$ cat src/rtl/dma_axis2axi4_s2mm_burst.sv
// AXIS -> AXI4 S2MM DMA: FIFO-buffered INCR bursts into a [min,max) window.
// Define DMA_S2MM_4K_SPLIT_EN to stop bursts crossing 4 KB boundaries.
module dma_axis2axi4_s2mm_burst #(
  parameter int DATA_W     = 64,
  parameter int ADDR_W     = 32,
  parameter int LEN_W      = 24,
  parameter int MAX_BURST  = 16,
  parameter int FIFO_DEPTH = 32
) (
  input  logic                         clk,
  input  logic                         rst,
  input  logic                         start,
  input  logic                         mode,
  input  logic [ADDR_W-1:0]            min_addr,
  input  logic [ADDR_W-1:0]            max_addr,
  input  logic [LEN_W-1:0]             len,
  input  logic                         flush,
  output logic                         busy,
  output logic                         done,
  output logic                         err,
  output logic [ADDR_W-1:0]            cur_addr,
  output logic [$clog2(FIFO_DEPTH):0]  fifo_cnt,
  input  logic [DATA_W-1:0]            s_axis_tdata,
  input  logic                         s_axis_tvalid,
  output logic                         s_axis_tready,
  output logic [ADDR_W-1:0]            m_axi_awaddr,
  output logic [7:0]                   m_axi_awlen,
  output logic [2:0]                   m_axi_awsize,
  output logic [1:0]                   m_axi_awburst,
  output logic                         m_axi_awvalid,
  input  logic                         m_axi_awready,
  output logic [DATA_W-1:0]            m_axi_wdata,
  output logic [DATA_W/8-1:0]          m_axi_wstrb,
  output logic                         m_axi_wlast,
  output logic                         m_axi_wvalid,
  input  logic                         m_axi_wready,
  input  logic [1:0]                   m_axi_bresp,
  input  logic                         m_axi_bvalid,
  output logic                         m_axi_bready
);

  localparam int BYTES = DATA_W / 8;
  localparam int SZ    = $clog2(BYTES);
  localparam int PW    = $clog2(FIFO_DEPTH);
  localparam int CW    = PW + 1;
  localparam int BL_W  = $clog2(MAX_BURST) + 1;
  localparam int WW    = (ADDR_W > LEN_W ? ADDR_W : LEN_W) + 1;
  localparam logic [BL_W-1:0] ONE = BL_W'(1);

  typedef enum logic [2:0] {
    S_IDLE, S_CALC, S_AW, S_W, S_B
  } state_t;

  state_t state, state_nx;

  logic [DATA_W-1:0] mem [FIFO_DEPTH];
  logic [PW-1:0]     wptr, rptr;
  logic [CW-1:0]     cnt;
  logic              full, empty, flush_now, wr, rd;

  logic              mode_q;
  logic [ADDR_W-1:0] min_q, max_q;
  logic [LEN_W-1:0]  rem;
  logic [BL_W-1:0]   blen, blen_c, beat;

  assign full      = cnt == CW'(FIFO_DEPTH);
  assign empty     = cnt == '0;
  assign flush_now = flush && (state == S_IDLE);
  assign wr        = s_axis_tvalid && s_axis_tready;
  assign rd        = m_axi_wvalid && m_axi_wready;

  assign s_axis_tready = !full && !flush_now;
  assign fifo_cnt      = cnt;

  always_ff @(posedge clk) begin
    if (rst || flush_now) begin
      wptr <= '0;
      rptr <= '0;
      cnt  <= '0;
    end else begin
      if (wr) wptr <= wptr + 1'b1;
      if (rd) rptr <= rptr + 1'b1;
      unique case ({wr, rd})
        2'b10:   cnt <= cnt + 1'b1;
        2'b01:   cnt <= cnt - 1'b1;
        default: cnt <= cnt;
      endcase
    end
  end

  always_ff @(posedge clk) begin
    if (wr) mem[wptr] <= s_axis_tdata;
  end

  // Burst length: smallest of the burst cap, the remaining beats and
  // the room left before max_addr (and the 4 KB page when enabled).
  logic [WW-1:0] win_w, rem_w, bl_c;
`ifdef DMA_S2MM_4K_SPLIT_EN
  logic [12:0]   k4_bytes;
  logic [WW-1:0] k4_w;
  assign k4_bytes = 13'h1000 - {1'b0, cur_addr[11:0]};
  assign k4_w     = WW'(k4_bytes >> SZ);
`endif

  assign win_w = WW'((max_q - cur_addr) >> SZ);
  assign rem_w = WW'(rem);

  always_comb begin
    bl_c = WW'(MAX_BURST);
    if (rem_w < bl_c) bl_c = rem_w;
    if (win_w < bl_c) bl_c = win_w;
`ifdef DMA_S2MM_4K_SPLIT_EN
    if (k4_w < bl_c) bl_c = k4_w;
`endif
  end

  assign blen_c = BL_W'(bl_c);

  logic              b_fire, b_err, at_max;
  logic [ADDR_W-1:0] next_addr;
  logic [LEN_W-1:0]  next_rem;

  assign b_fire    = m_axi_bvalid && m_axi_bready;
  assign b_err     = m_axi_bresp != 2'b00;
  assign next_addr = cur_addr + (ADDR_W'(blen) << SZ);
  assign next_rem  = rem - LEN_W'(blen);
  assign at_max    = next_addr == max_q;

  always_ff @(posedge clk) begin
    if (rst) state <= S_IDLE;
    else     state <= state_nx;
  end

  always_comb begin
    state_nx = state;
    unique case (state)
      S_IDLE: if (start && len != '0) state_nx = S_CALC;
      S_CALC: if (cnt >= CW'(blen_c)) state_nx = S_AW;
      S_AW:   if (m_axi_awready) state_nx = S_W;
      S_W:    if (rd && m_axi_wlast) state_nx = S_B;
      S_B: begin
        if (b_fire) begin
          if (b_err || next_rem == '0) state_nx = S_IDLE;
          else if (at_max && !mode_q)  state_nx = S_IDLE;
          else                         state_nx = S_CALC;
        end
      end
      default: state_nx = S_IDLE;
    endcase
  end

  always_ff @(posedge clk) begin
    if (rst) begin
      mode_q   <= 1'b0;
      min_q    <= '0;
      max_q    <= '0;
      cur_addr <= '0;
      rem      <= '0;
      blen     <= '0;
      beat     <= '0;
      busy     <= 1'b0;
      done     <= 1'b0;
      err      <= 1'b0;
    end else begin
      done <= 1'b0;
      unique case (state)
        S_IDLE: begin
          if (start) begin
            mode_q   <= mode;
            min_q    <= min_addr;
            max_q    <= max_addr;
            cur_addr <= min_addr;
            rem      <= len;
            err      <= 1'b0;
            if (len == '0) done <= 1'b1;
            else           busy <= 1'b1;
          end
        end
        S_CALC: begin
          blen <= blen_c;
          beat <= '0;
        end
        S_W: if (rd) beat <= beat + ONE;
        S_B: begin
          if (b_fire) begin
            if (b_err) begin
              err  <= 1'b1;
              done <= 1'b1;
              busy <= 1'b0;
            end else begin
              cur_addr <= next_addr;
              rem      <= next_rem;
              if (next_rem == '0) begin
                done <= 1'b1;
                busy <= 1'b0;
              end else if (at_max) begin
                if (mode_q) begin
                  cur_addr <= min_q;
                end else begin
                  err  <= 1'b1;
                  done <= 1'b1;
                  busy <= 1'b0;
                end
              end
            end
          end
        end
        default: ;
      endcase
    end
  end

  assign m_axi_awvalid = state == S_AW;
  assign m_axi_awaddr  = m_axi_awvalid ? cur_addr : '0;
  assign m_axi_awlen   = m_axi_awvalid ? 8'(blen - ONE) : 8'd0;
  assign m_axi_awsize  = 3'(SZ);
  assign m_axi_awburst = 2'b01;

  assign m_axi_wvalid = (state == S_W) && !empty;
  assign m_axi_wdata  = m_axi_wvalid ? mem[rptr] : '0;
  assign m_axi_wstrb  = m_axi_wvalid ? '1 : '0;
  assign m_axi_wlast  = m_axi_wvalid && (beat == blen - ONE);

  assign m_axi_bready = state == S_B;

endmodule

$ cat config.mk
export PLATFORM = sky130hd
export DESIGN_NAME = dma_axis2axi4_s2mm_burst
export DESIGN_NICKNAME = d
export VERILOG_FILES = /design/src/rtl/dma_axis2axi4_s2mm_burst.sv
export SDC_FILE = /design/constraint.sdc
export NUM_CORES = 2
export LEC_CHECK = 0
export ABC_AREA = 1
export CORE_UTILIZATION = 60
export CTS_BUF_LIST = sky130_fd_sc_hd__clkbuf_8
export DETAILED_ROUTE_END_ITERATION = 6
export PLACE_DENSITY = 0.78
export SLEW_MARGIN = 10
export SYNTH_ARGS = -nofsm -noshare
export SYNTH_HDL_FRONTEND = slang
export SYNTH_SLANG_ARGS = --single-unit
$ cat constraint.sdc
create_clock -name clk -period 9.1 [get_ports clk]
set_clock_uncertainty 0.15 [all_clocks]
set_input_delay 2.73 -clock clk [delete_from_list [all_inputs] [get_ports clk]]
set_output_delay 2.73 -clock clk [all_outputs]
set_load 0.02 [all_outputs]
==> results.md <==
* Final WL at between 200 and 300 mm
* CTS root buf: clkbuf_8
* TritonCTS Buffers at 361
* Required @ worst endpoint at ~6.2 ns
* Status: complete, but fails checks
* Worst-case vdd ir drop at 0.194 mV
* Max Cap Viol at 0
* Core footprint at 152,000 um2
* Post-layout minimum cycle time at 8.33 ns
* Post-DP HPWL at between 100 and 150 mm
* Layout area overhead at 12.7%
* Share of layout cells above drive strength 1 at about 7.2%
* PwrDens at about 220 nW/um2
* Synth Instances at ~8,000
* Commonest non-fill, non-tap cell in the layout: edfxtp_1
* Cts hold-fix bufs at 0
* Clk_lat worst skew at slightly below 1 ns
* I/O pin cnt at around 330
* Vias per cell at between 6 and 7
* Post-synthesis register bit count at between 2,000 and 2,500
* Violated checks: DRC
* Initial DRC count at slightly above 9,000
* Crit end category: output pin
* All-layer global routing usage at between 30% and 40%
* LEAKAGE at roughly 35 nW
* WP data arrival at roughly 5.5 ns
* Total grt overflow at 0
* Drt wl/cell at roughly 26 um
* Crit start category: flop
* Vias in the first global route at roughly 65,000
* Gpl congestion at between 0.9 and 1
* Final #Nets at roughly 8,600
* Postcts setup bufs at 0
* Crit Path Category: flop to output pin
* Slew Viols, Final at 0
* Initial antenna violation count at 23
* Vias at roughly 69,000
* Critical path peak fanout at 258
* Final hold vios at 0
* Clock slew at reported path FFs at roughly 0.06 ns
* Hold Slack at between 0.3 and 0.4 ns
* Final setup TNS at 0 ns
* Asr flop ratio synth at 0%
* Worst min-delay path class: flop to flop
* Num rows at about 140
* Post-route ant nets at 0
* Initial core utilization at between 60 and 70%
* Largest net degree at the start of global routing at 271
* CTS tree: built
* Worst-case clock buffer depth at 4
* Final setup vio count at 0
* H-tree Lvls at 5
* Synth Area per Inst at approximately 11 um2
* RSZ-0062 raised after global routing: false
* Fmax at around 120 MHz
* Period utilization at between 90% and 100%
* Height of the die at approximately 390 um
* Yosys Warn Count at 0
* PostCTS Resize Cnt at 0
* Reg-to-reg slack, setup at between 2 and 3 ns
* Util after Layout at 68.3%
* Worst slew pin tran at around 1.4 ns
* Post-Syn Area at between 90,000 and 100,000 um2
* Most used DFF post-synth: edfxtp_1
* Port bufs at 320
* Post-synth EDFFs at between 2,000 and 2,500
* First-pass GRT wire length at a little over 400 mm
* Sequential area share after synthesis at a little over two thirds
* Die Footprint at 156,000 um2
* Max-slew headroom at about 6.2%
* Die X at around 400 um
* Clk sink count at 2,206
* Post-synthesis cell type count at 50
* First-pass detailed-route iteration total at 7
* Most frequent cells in the layout: edfxtp_1, nor2_1, o21ai_0
* # DRC at 1
Yosys cell counts, drive strengths merged (19+ instances only):
master  count  area [um2]
inv       250         938
o221ai     47         412
buf        50         288
a21oi     240        1200
o32ai      26         228
edfxtp   2048       61500
nor2     1636        6210
xor2       41         359
o22ai     548        3430
clkbuf    483        1810
dfxtp     158        3160
o21ai    1434        7190
ha         82        1030
nand3     246        1240
nor3       19        95.1
nand2     592        2250
nand4      25         156
per-stage QoR:
stage	total power, mW	setup WS, ns	cell area [um2]	instances
6_report	23.4	0.768	104000	10610
3_5_place_dp	15.5	1.97	97600	9979
3_3_place_gp	15.4	2.09	97600	9979
4_1_cts	23.3	0.895	104000	10592
5_1_grt	24.2	0.657	104000	10604
2_1_floorplan	14.2	0.744	92500	8060
worst paths after layout:
path	to	cells after the start	start
hold reg to reg	min_q[14]	2	min_q[14]
hold / removal	min_q[14]	2	min_q[14]
setup / recovery	m_axi_wdata[31]	9	flop
setup reg to reg	state[1]	31	cur_addr[10]
critical path: stages (launching register included):
cell	delay (ns)
dfxtp_4	0.95
buf_12	0.79
buf_4	0.61
o21ai_0	0.24
o22ai_1	0.25
o21ai_0	0.12
o22ai_1	0.22
o21ai_0	0.12
nor2_1	0.24
clkdlybuf4s50_1	0.65
layer usage:
layer | vias up | track usage, % | share of wire (%)
li1 | 29824 | - | -
met1 | 32884 | 45.6 | 35
met2 | 5272 | 53.6 | 46
met3 | 958 | 7.58 | 13
met4 | 10 | 18.2 | 5.3
met5 | - | 0 | 0.021
where the power goes:
| part | switching (mW) | leakage (nW) | total (mW) | internal, mW |
|---|---|---|---|---|
| Sequential | 0.241 | 19.7 | 11.6 | 11.3 |
| Combinational | 2.57 | 12.0 | 3.82 | 1.25 |
| Clock | 3.83 | 3.63 | 7.94 | 4.11 |
| Total | 6.64 | 35.4 | 23.4 | 16.7 |
cells by family (layout without fill, tap and decap cells):
group                    after synthesis  in the layout  share of synthesized area, %
adder cells (fa/ha/maj)               85             85                          1.18
buffers and inverters                788           1290                          3.31
AND/OR/NAND/NOR                     2546           2546                          11.0
XOR/XNOR                              59             59                         0.574
AO/OA/AOI/OAI                       2352           2352                          14.0
other                                  2             42                       0.00813
flip-flops                          2206           2206                          70.0
sequential cells by signal, summed over array words and instances, names as in the netlist, 5 cells and up, named ones only:
register and count:
beat 5, fifo_cnt 6, mem 2048, max_q 32
cur_addr 32, wptr 5, rptr 5, blen 5
rem 24, min_q 32
layout make-up:
class                   instances  area (um2)
multi-input cells            5066       25000
inverters                     255         986
well taps                    2030        2540
diodes                         18        45.0
repair buffers                422        4390
clock inverters               244        1350
fillers                     10540       48400
flip-flops and latches       2206       64700
clock buffers                 369        5080
Note: power is estimated with default switching activity, not from simulation.
